File: src/rtl/ex_hazard_controller.sv
// Execute-stage hazard controller: operand forwarding select, load-use stalls,
// taken-branch squashing and saturating stall/flush performance counters.
module ex_hazard_controller #(
    parameter int unsigned LOAD_STALL_CYCLES = 1,
    parameter int unsigned FLUSH_CYCLES      = 2,
    parameter int unsigned CNT_W             = 16
) (
    input  logic             clk_i,
    input  logic             reset_i,
    input  logic [3:0]       id_src1_i,
    input  logic [3:0]       id_src2_i,
    input  logic             id_use1_i,
    input  logic             id_use2_i,
    input  logic [3:0]       ex_reg_to_write_i,
    input  logic             ex_reg_we_i,
    input  logic             ex_is_load_i,
    input  logic [3:0]       mem_reg_to_write_i,
    input  logic             mem_reg_we_i,
    input  logic [3:0]       wb_reg_to_write_i,
    input  logic             wb_reg_we_i,
    input  logic             branch_taken_i,
    output logic [1:0]       fwd_sel1_o,
    output logic [1:0]       fwd_sel2_o,
    output logic             stall_fetch_o,
    output logic             stall_decode_o,
    output logic             flush_decode_o,
    output logic             flush_execute_o,
    output logic [CNT_W-1:0] stall_count_o,
    output logic [CNT_W-1:0] flush_count_o
);

    typedef enum logic [1:0] {StRun, StLstall, StBflush} state_e;

    localparam bit         LoadMulti   = LOAD_STALL_CYCLES > 1;
    localparam bit         FlushMulti  = FLUSH_CYCLES > 1;
    localparam logic [3:0] LoadReload  = LoadMulti ? 4'(LOAD_STALL_CYCLES - 2) : 4'd0;
    localparam logic [3:0] FlushReload = FlushMulti ? 4'(FLUSH_CYCLES - 2) : 4'd0;
    localparam logic [CNT_W-1:0] CntMax = '1;

    state_e           state_q, state_d;
    logic [3:0]       cnt_q, cnt_d;
    logic [CNT_W-1:0] stall_count_q, flush_count_q;

    logic ex_m1, ex_m2, mem_m1, mem_m2, wb_m1, wb_m2;
    logic load_haz, accept_br, branch_evt;

    // Register 0 is hardwired zero and never participates in a hazard.
    function automatic logic match(input logic rd, input logic [3:0] src,
                                   input logic [3:0] dst, input logic we);
        return rd && we && (src == dst) && (src != 4'd0);
    endfunction

    always_comb begin
        ex_m1  = match(id_use1_i, id_src1_i, ex_reg_to_write_i, ex_reg_we_i);
        ex_m2  = match(id_use2_i, id_src2_i, ex_reg_to_write_i, ex_reg_we_i);
        mem_m1 = match(id_use1_i, id_src1_i, mem_reg_to_write_i, mem_reg_we_i);
        mem_m2 = match(id_use2_i, id_src2_i, mem_reg_to_write_i, mem_reg_we_i);
        wb_m1  = match(id_use1_i, id_src1_i, wb_reg_to_write_i, wb_reg_we_i);
        wb_m2  = match(id_use2_i, id_src2_i, wb_reg_to_write_i, wb_reg_we_i);
        load_haz = ex_is_load_i && (ex_m1 || ex_m2);
    end

    // A load result is not available in EX, so an EX match on a load falls through.
    always_comb begin
        fwd_sel1_o = 2'b00;
        fwd_sel2_o = 2'b00;
        if (!reset_i) begin
            if (ex_m1 && !ex_is_load_i) fwd_sel1_o = 2'b01;
            else if (mem_m1)            fwd_sel1_o = 2'b10;
            else if (wb_m1)             fwd_sel1_o = 2'b11;
            if (ex_m2 && !ex_is_load_i) fwd_sel2_o = 2'b01;
            else if (mem_m2)            fwd_sel2_o = 2'b10;
            else if (wb_m2)             fwd_sel2_o = 2'b11;
        end
    end

    always_comb begin
        state_d         = state_q;
        cnt_d           = cnt_q;
        stall_fetch_o   = 1'b0;
        stall_decode_o  = 1'b0;
        flush_decode_o  = 1'b0;
        flush_execute_o = 1'b0;
        branch_evt      = 1'b0;
        // A branch seen while squashing comes from a wrong-path instruction.
        accept_br       = branch_taken_i && (state_q != StBflush);

        if (accept_br) begin
            flush_decode_o  = 1'b1;
            flush_execute_o = 1'b1;
            branch_evt      = 1'b1;
            if (FlushMulti) begin
                state_d = StBflush;
                cnt_d   = FlushReload;
            end else begin
                state_d = StRun;
            end
        end else begin
            unique case (state_q)
                StRun: begin
                    if (load_haz) begin
                        stall_fetch_o   = 1'b1;
                        stall_decode_o  = 1'b1;
                        flush_execute_o = 1'b1;
                        if (LoadMulti) begin
                            state_d = StLstall;
                            cnt_d   = LoadReload;
                        end
                    end
                end
                StLstall: begin
                    stall_fetch_o   = 1'b1;
                    stall_decode_o  = 1'b1;
                    flush_execute_o = 1'b1;
                    if (cnt_q == 4'd0) state_d = StRun;
                    else               cnt_d   = cnt_q - 4'd1;
                end
                StBflush: begin
                    flush_decode_o  = 1'b1;
                    flush_execute_o = 1'b1;
                    if (cnt_q == 4'd0) state_d = StRun;
                    else               cnt_d   = cnt_q - 4'd1;
                end
                default: state_d = StRun;
            endcase
        end

        if (reset_i) begin
            stall_fetch_o   = 1'b0;
            stall_decode_o  = 1'b0;
            flush_decode_o  = 1'b0;
            flush_execute_o = 1'b0;
            branch_evt      = 1'b0;
        end
    end

    always_ff @(posedge clk_i) begin
        if (reset_i) begin
            state_q       <= StRun;
            cnt_q         <= 4'd0;
            stall_count_q <= '0;
            flush_count_q <= '0;
        end else begin
            state_q <= state_d;
            cnt_q   <= cnt_d;
            if (stall_decode_o && (stall_count_q != CntMax)) begin
                stall_count_q <= stall_count_q + 1'b1;
            end
            if (branch_evt && (flush_count_q != CntMax)) begin
                flush_count_q <= flush_count_q + 1'b1;
            end
        end
    end

    assign stall_count_o = stall_count_q;
    assign flush_count_o = flush_count_q;

endmodule

File: config.mk
export PLATFORM = sky130hd
export DESIGN_NAME = ex_hazard_controller
export DESIGN_NICKNAME = d
export VERILOG_FILES = /design/src/rtl/ex_hazard_controller.sv
export SDC_FILE = /design/constraint.sdc
export NUM_CORES = 1
export LEC_CHECK = 0
export CORE_MARGIN = 2
export CORE_UTILIZATION = 48
export DETAILED_ROUTE_END_ITERATION = 8
export PLACE_DENSITY = 0.91
export SLEW_MARGIN = 20
export SYNTH_ARGS = -nofsm -noshare
export SYNTH_HDL_FRONTEND = slang
export SYNTH_SLANG_ARGS = --single-unit
File: constraint.sdc
create_clock -name clk_i -period 2.4 [get_ports clk_i]
set_input_delay 0.24 -clock clk_i [delete_from_list [all_inputs] [get_ports clk_i]]
set_output_delay 0.24 -clock clk_i [all_outputs]
set_load 0.02 [all_outputs]
==> results of run 1 <==
worst min-delay path by stage:
stage | startpoint | to | cells past startpoint
after global placement | stall_count_o[15] | stall_count_o[15] | 1
final | cnt_q[1] | cnt_q[1] | 2
after detailed placement | stall_count_o[15] | stall_count_o[15] | 1
after CTS | stall_count_o[15] | stall_count_o[15] | 1
after global routing | stall_count_o[11] | stall_count_o[11] | 2
after floorplan | reset_i | stall_count_o[1] | 2
cell type report:
class	instances	area share
multi-input cells	226	0.467
repair buffers	90	0.256
flip-flops and latches	37	0.223
clock buffers	7	0.0260
well taps	54	0.0203
inverters	7	0.00790
flip-flops by register name (all words and copies together), names as in the netlist:
| register | count |
|---|---|
| stall_count_o | 16 |
| cnt_q | 4 |
| state_q | 1 |
| flush_count_o | 16 |
where the power goes:
part	total [mW]	leakage (nW)	switching, mW	internal, mW
clock network	0.439	0.0443	0.211	0.228
logic	0.222	0.864	0.110	0.112
registers	0.628	0.298	0.00937	0.618
through the flow:
step           area, sq um  hold slack, ns   util  instances
2_1_floorplan         2330           0.426      -        278
3_3_place_gp          3200           0.479  0.682        412
3_5_place_dp          3200           0.495  0.682        412
4_1_cts               3300           0.505  0.704        420
5_1_grt               3320           0.531  0.709        421
6_report              3320           0.507  0.709        421
placed cells by master, fill, tap and decap left out, types with 4 or more instances in the layout:
cell              n
clkdlybuf4s50_1  56
nor2_1           39
dfxtp_1          37
xor2_1           22
buf_4            21
xnor2_1          19
nand3_1          18
nand2_1          15
a21oi_1          11
o21ai_0          10
nor3_1           10
nor2b_1           9
nand4_1           8
inv_1             7
nor4_1            7
clkbuf_8          6
dlygate4sd2_1     6
nand2b_1          4
o31ai_1           4
or3_1             4
kinds of logic (layout without fill, tap and decap cells):
family,count (synthesis),count (layout)
compound gates,35,35
xor+xnor,41,41
fa+ha+maj,3,3
buf+inv,15,104
flops,37,37
mux,8,8
simple gates,139,139
timing repair:
action | in CTS | in global routing
gates resized for setup | 15 | 11
pin swaps | 2 | 1
endpoints found under the setup margin | 7 | 9
cloned | 0 | 0
setup buffers | 1 | 1
tightest hold or removal path: stages, from the launching register on:
cell,delay [ns]
dfxtp_1,0.31
nor2_1,0.09
a2111oi_0,0.06
routing by layer:
layer	GRT usage	routed length, um	up-vias
met2	0.427	3210	85
met4	0.0990	148	0
li1	-	-	1166
met3	0.0439	256	13
met5	0	0	-
met1	0.293	2690	1118
==> results.sh, run 1 <==
export IMPL_die_area_sq_um=5440
export IMPL_r2r_start="stall_count_o[0]"
export IMPL_crit_chain="clkdlybuf4s50_1 -> buf_4 -> xor2_1 -> nor4_1 -> and3_1 -> a21oi_1 -> nor2_1 -> dlygate4sd2_1"
export IMPL_crit_family="buffers and inverters"
export IMPL_clkLatencyLatePin_ns=0.29
export IMPL_ys_top_cells_by_count="nor2_1 (39), dfxtp_1 (37), xor2_1 (22), xnor2_1 (19), nand3_1 (18)"
export IMPL_pre_cts_slack_ns=-0.336
export IMPL_setup_violations=0
export IMPL_syn_area_per_cell_sq_um=8.39
export IMPL_synth_top_cell_area_share=0.317
export IMPL_drtPass1Iterations=4
export IMPL_root_buffer="clkbuf_8"
export IMPL_critical_path_buf_inv_count=3
export IMPL_synth_xor_area_frac=0.154
export IMPL_syn_area_sq_um=2330
export IMPL_area_growth_pct=42.5
export IMPL_required_ns=2.16
export IMPL_maxSlewViolCount=0
export IMPL_total_power_mw=1.29
export IMPL_cts_buffer_depth=2
export IMPL_synthCells=278
export IMPL_fmax_mhz=434
export IMPL_hpwl_um=4750
export IMPL_n_antenna_cell=0
export IMPL_first_global_vias=2324
export IMPL_io_pins=69
export IMPL_post_route_cells_drive_above_1_share=0.134
export IMPL_critical_path_class="input pin to output port"
export IMPL_vias_per_cell=5.66
export IMPL_postSynth_asyncResetShare=0
export IMPL_antenna_found_initial=0
export IMPL_grt_usage=0.244
export IMPL_leakage_nw=1.21
export IMPL_reg2reg_setup_slack_ns=0.18
export IMPL_synthTopCellsByArea="dfxtp_1 (32%), xor2_1 (8.3%), xnor2_1 (7.1%)"
export IMPL_endpoint="fwd_sel2_o[0]"
export IMPL_grt_pass1_wl_um=10400
export IMPL_holdBufCountCts=0
export IMPL_seq_area_sq_um=741
export IMPL_synth_area_mux_share=0.0402
export IMPL_h_tree_depth=2
export IMPL_die_h_um=73.7
export IMPL_startpoint="id_src2_i[2]"
export IMPL_path_depth=8
export IMPL_finalSetupTns_ns=0
export IMPL_cts_buffers=5
export IMPL_die_width_um=73.7
export IMPL_peakVddDrop_uv=248
export IMPL_port_buffers=68
export IMPL_cap_violations=0
export IMPL_cp_end_kind="output port"
export IMPL_status="finished clean"
export IMPL_reg2regPathDepth=7
export IMPL_cts_sinks=37
export IMPL_powerDensity_nw_per_um2=388
export IMPL_hold_class="flop to flop"
export IMPL_synth_compound_area_frac=0.104
export IMPL_tightestPinTransition_ns=0.393
export IMPL_postSynthRegisterBits=37
export IMPL_synth_simple_area_share=0.338
export IMPL_drt_initial_drc_count=168
export IMPL_cts_tree="yes"
export IMPL_hold_viol_final=0
export IMPL_fin_crit_ns=2.30
export IMPL_yosys_area_top_type="dfxtp_1"
export IMPL_synthAdderAreaFrac=0.0161
export IMPL_drc=0
export IMPL_timing_final_ws_setup_ns=0.0954
export IMPL_nNetsFinal=399
export IMPL_start_kind="input pin"
export IMPL_relSlewSlack=0.736
export IMPL_multi_input_area_sq_um=1550
export IMPL_skew_ns=0.00415
export IMPL_synthFlopType="dfxtp_1"
export IMPL_synth_distinct_cells=48
export IMPL_grt_max_degree=34
export IMPL_ant_nets=0
export IMPL_place_congestion=0.904
export IMPL_arrival_ns=2.06
export IMPL_fill_cells=363
export IMPL_max_stage_delay_ns=0.51
export IMPL_crit_fanout=3
export IMPL_core_area_sq_um=4690
export IMPL_path_clk_slew_ns=0.07
export IMPL_yosysMostFrequentCell="nor2_1"
export IMPL_wirelength_um=6310
export IMPL_rsz0062_at_grt="no"
export IMPL_timing_rr_end="stall_count_o[10]"
export IMPL_yosysWarnings=0
export IMPL_num_rows=25
export IMPL_slowest_stage="clkdlybuf4s50_1"
export IMPL_avgRoutedWirePerCell_um=15.0
export IMPL_synth_top_family_by_area="simple AND/OR/NAND/NOR gates"
export IMPL_synth_edf_count=0
export IMPL_vias=2382
export IMPL_ys_seq_area_frac=0.317
export IMPL_syn_nets=310
export IMPL_grt_overflow=0
export IMPL_finalCritPeriodShare=0.960
export IMPL_initial_core_util=0.497
Note: power is estimated with default switching activity, not from simulation.
==> run 2: changes to the inputs <==
CAP_MARGIN = 20   (was default)
CTS_BUF_LIST = sky130_fd_sc_hd__clkbuf_16   (was default)
==> run 2 against run 1 <==
Worst hold slack worse by 0.0043 ns. Non-clock buffer count unchanged. Clock-buffer cell count fell by 2. Wire length is 2.5% higher. Critical endpoint unchanged. Highest routed layer unchanged.
==> results.sh, run 2 (synthesis results as in run 1) <==
export IMPL_n_antenna_cell=0
export IMPL_cap_violations=0
export IMPL_r2r_start="stall_count_o[0]"
export IMPL_avgRoutedWirePerCell_um=15.4
export IMPL_fin_hold_ws_ns=0.503
export IMPL_post_route_cells_drive_above_1_share=0.131
export IMPL_final_core_util=0.716
export IMPL_io_pins=69
export IMPL_area_growth_pct=44.0
export IMPL_skew_ns=0.00248
export IMPL_critical_path_buf_inv_count=3
export IMPL_leakage_nw=1.23
export IMPL_reg2regPathDepth=7
export IMPL_relSlewSlack=0.721
export IMPL_tightestPinTransition_ns=0.415
export IMPL_first_global_vias=2382
export IMPL_mostFrequentLayoutCell="clkdlybuf4s50_1"
export IMPL_setup_violations=0
export IMPL_die_area_sq_um=5440
export IMPL_critical_path_class="input pin to output port"
export IMPL_slowest_stage="clkdlybuf4s50_1"
export IMPL_cts_buffer_depth=2
export IMPL_nNetsFinal=399
export IMPL_grt_pass1_wl_um=10800
export IMPL_h_tree_depth=2
export IMPL_num_rows=25
export IMPL_grt_max_degree=34
export IMPL_ant_nets=0
export IMPL_hold_class="flop to flop"
export IMPL_crit_chain="clkdlybuf4s50_1 -> buf_4 -> xor2_1 -> nor4_1 -> and3_1 -> a21oi_1 -> nor2_1 -> dlygate4sd2_1"
export IMPL_min_to="stall_count_o[15]"
export IMPL_pre_cts_slack_ns=-0.336
export IMPL_drc=0
export IMPL_layout_common_cells="clkdlybuf4s50_1 (56), nor2_1 (39), dfxtp_1 (37), xor2_1 (22), buf_4 (21)"
export IMPL_reg2reg_setup_slack_ns=0.18
export IMPL_powerDensity_nw_per_um2=434
export IMPL_crit_family="buffers and inverters"
export IMPL_antenna_found_initial=0
export IMPL_cp_end_kind="output port"
export IMPL_maxSlewViolCount=0
export IMPL_drt_initial_drc_count=191
export IMPL_cts_buffers=5
export IMPL_max_stage_delay_ns=0.51
export IMPL_die_width_um=73.7
export IMPL_path_clk_slew_ns=0.05
export IMPL_fill_cells=358
export IMPL_required_ns=2.16
export IMPL_holdBufCountCts=0
export IMPL_root_buffer="clkbuf_16"
export IMPL_core_area_sq_um=4690
export IMPL_design_area_sq_um=3360
export IMPL_fmax_mhz=431
export IMPL_vias=2413
export IMPL_multi_input_area_sq_um=1550
export IMPL_cts_sinks=37
export IMPL_place_congestion=0.904
export IMPL_wirelength_um=6470
export IMPL_crit_fanout=3
export IMPL_dpl_cell_area_sq_um=3200
export IMPL_vias_per_cell=5.73
export IMPL_rsz0062_at_grt="no"
export IMPL_hold_path_depth=1
export IMPL_finalCritPeriodShare=0.967
export IMPL_timing_final_ws_setup_ns=0.0796
export IMPL_drtPass1Iterations=4
export IMPL_peakVddDrop_uv=286
export IMPL_die_h_um=73.7
export IMPL_initial_core_util=0.497
export IMPL_grt_usage=0.255
export IMPL_start_kind="input pin"
export IMPL_hp_start="stall_count_o[15]"
export IMPL_timing_rr_end="stall_count_o[10]"
export IMPL_status="finished clean"
export IMPL_hpwl_um=4750
export IMPL_grt_overflow=0
export IMPL_seq_area_sq_um=741
export IMPL_finalSetupTns_ns=0
export IMPL_cts_tree="yes"
export IMPL_hold_viol_final=0
export IMPL_port_buffers=68
export IMPL_arrival_ns=2.08
export IMPL_clkLatencyLatePin_ns=0.28
export IMPL_fin_crit_ns=2.32
==> run 2: final cells by class <==
type,instances,area share
clock buffers,5,0.0372
repair buffers,90,0.250
inverters,7,0.00782
clock inverters,2,0.00223
well taps,54,0.0201
flip-flops and latches,37,0.220
multi-input cells,226,0.462
==> run 2: metal layers <==
metal,share of wire,up-vias,GRT usage
met5,0,-,0
met3,0.052,17,0.0343
met4,0.029,0,0.133
li1,-,1170,-
met1,0.40,1124,0.302
met2,0.52,102,0.442
==> run 2: worst reg2reg max path: stages (launching register included) <==
cell     delay, ns
dfxtp_1       0.42
ha_1          0.25
nand2_1       0.15
nor3_1        0.36
nand2_1       0.21
nand2_2       0.29
nor3_2        0.09
mux2_1        0.32
==> run 2: what timing repair did <==
action | CTS | global route
resized for setup | 16 | 11
setup buffers | 1 | 1
pin swaps | 3 | 1
setup endpoints to repair | 7 | 8
==> run 2: worst max-delay path by stage <==
stage	slack, ns	endpoint	startpoint	depth (start not counted)
final	0.08	fwd_sel2_o[0]	id_src2_i[2]	8
after global routing	0.02	fwd_sel2_o[0]	id_src2_i[2]	8
after CTS	0.04	fwd_sel2_o[1]	id_src2_i[1]	7
after detailed placement	-0.34	stall_decode_o	id_src1_i[0]	7
after global placement	-0.30	fwd_sel1_o[1]	id_src1_i[0]	6
after floorplan	0.43	stall_count_o[14]	stall_count_o[3]	6
==> run 2: power breakdown <==
group / switching (mW) / internal (mW) / total [mW]
combinational: 0.111 / 0.112 / 0.223
clock: 0.237 / 0.371 / 0.608
sequential: 0.00903 / 0.619 / 0.628
total: 0.357 / 1.10 / 1.46
==> run 2: through the flow <==
step / total power, mW / cells
6_report: 1.46 / 421
5_1_grt: 1.51 / 421
4_1_cts: 1.46 / 420
3_5_place_dp: 0.856 / 412
3_3_place_gp: 0.850 / 412
2_1_floorplan: 0.736 / 278
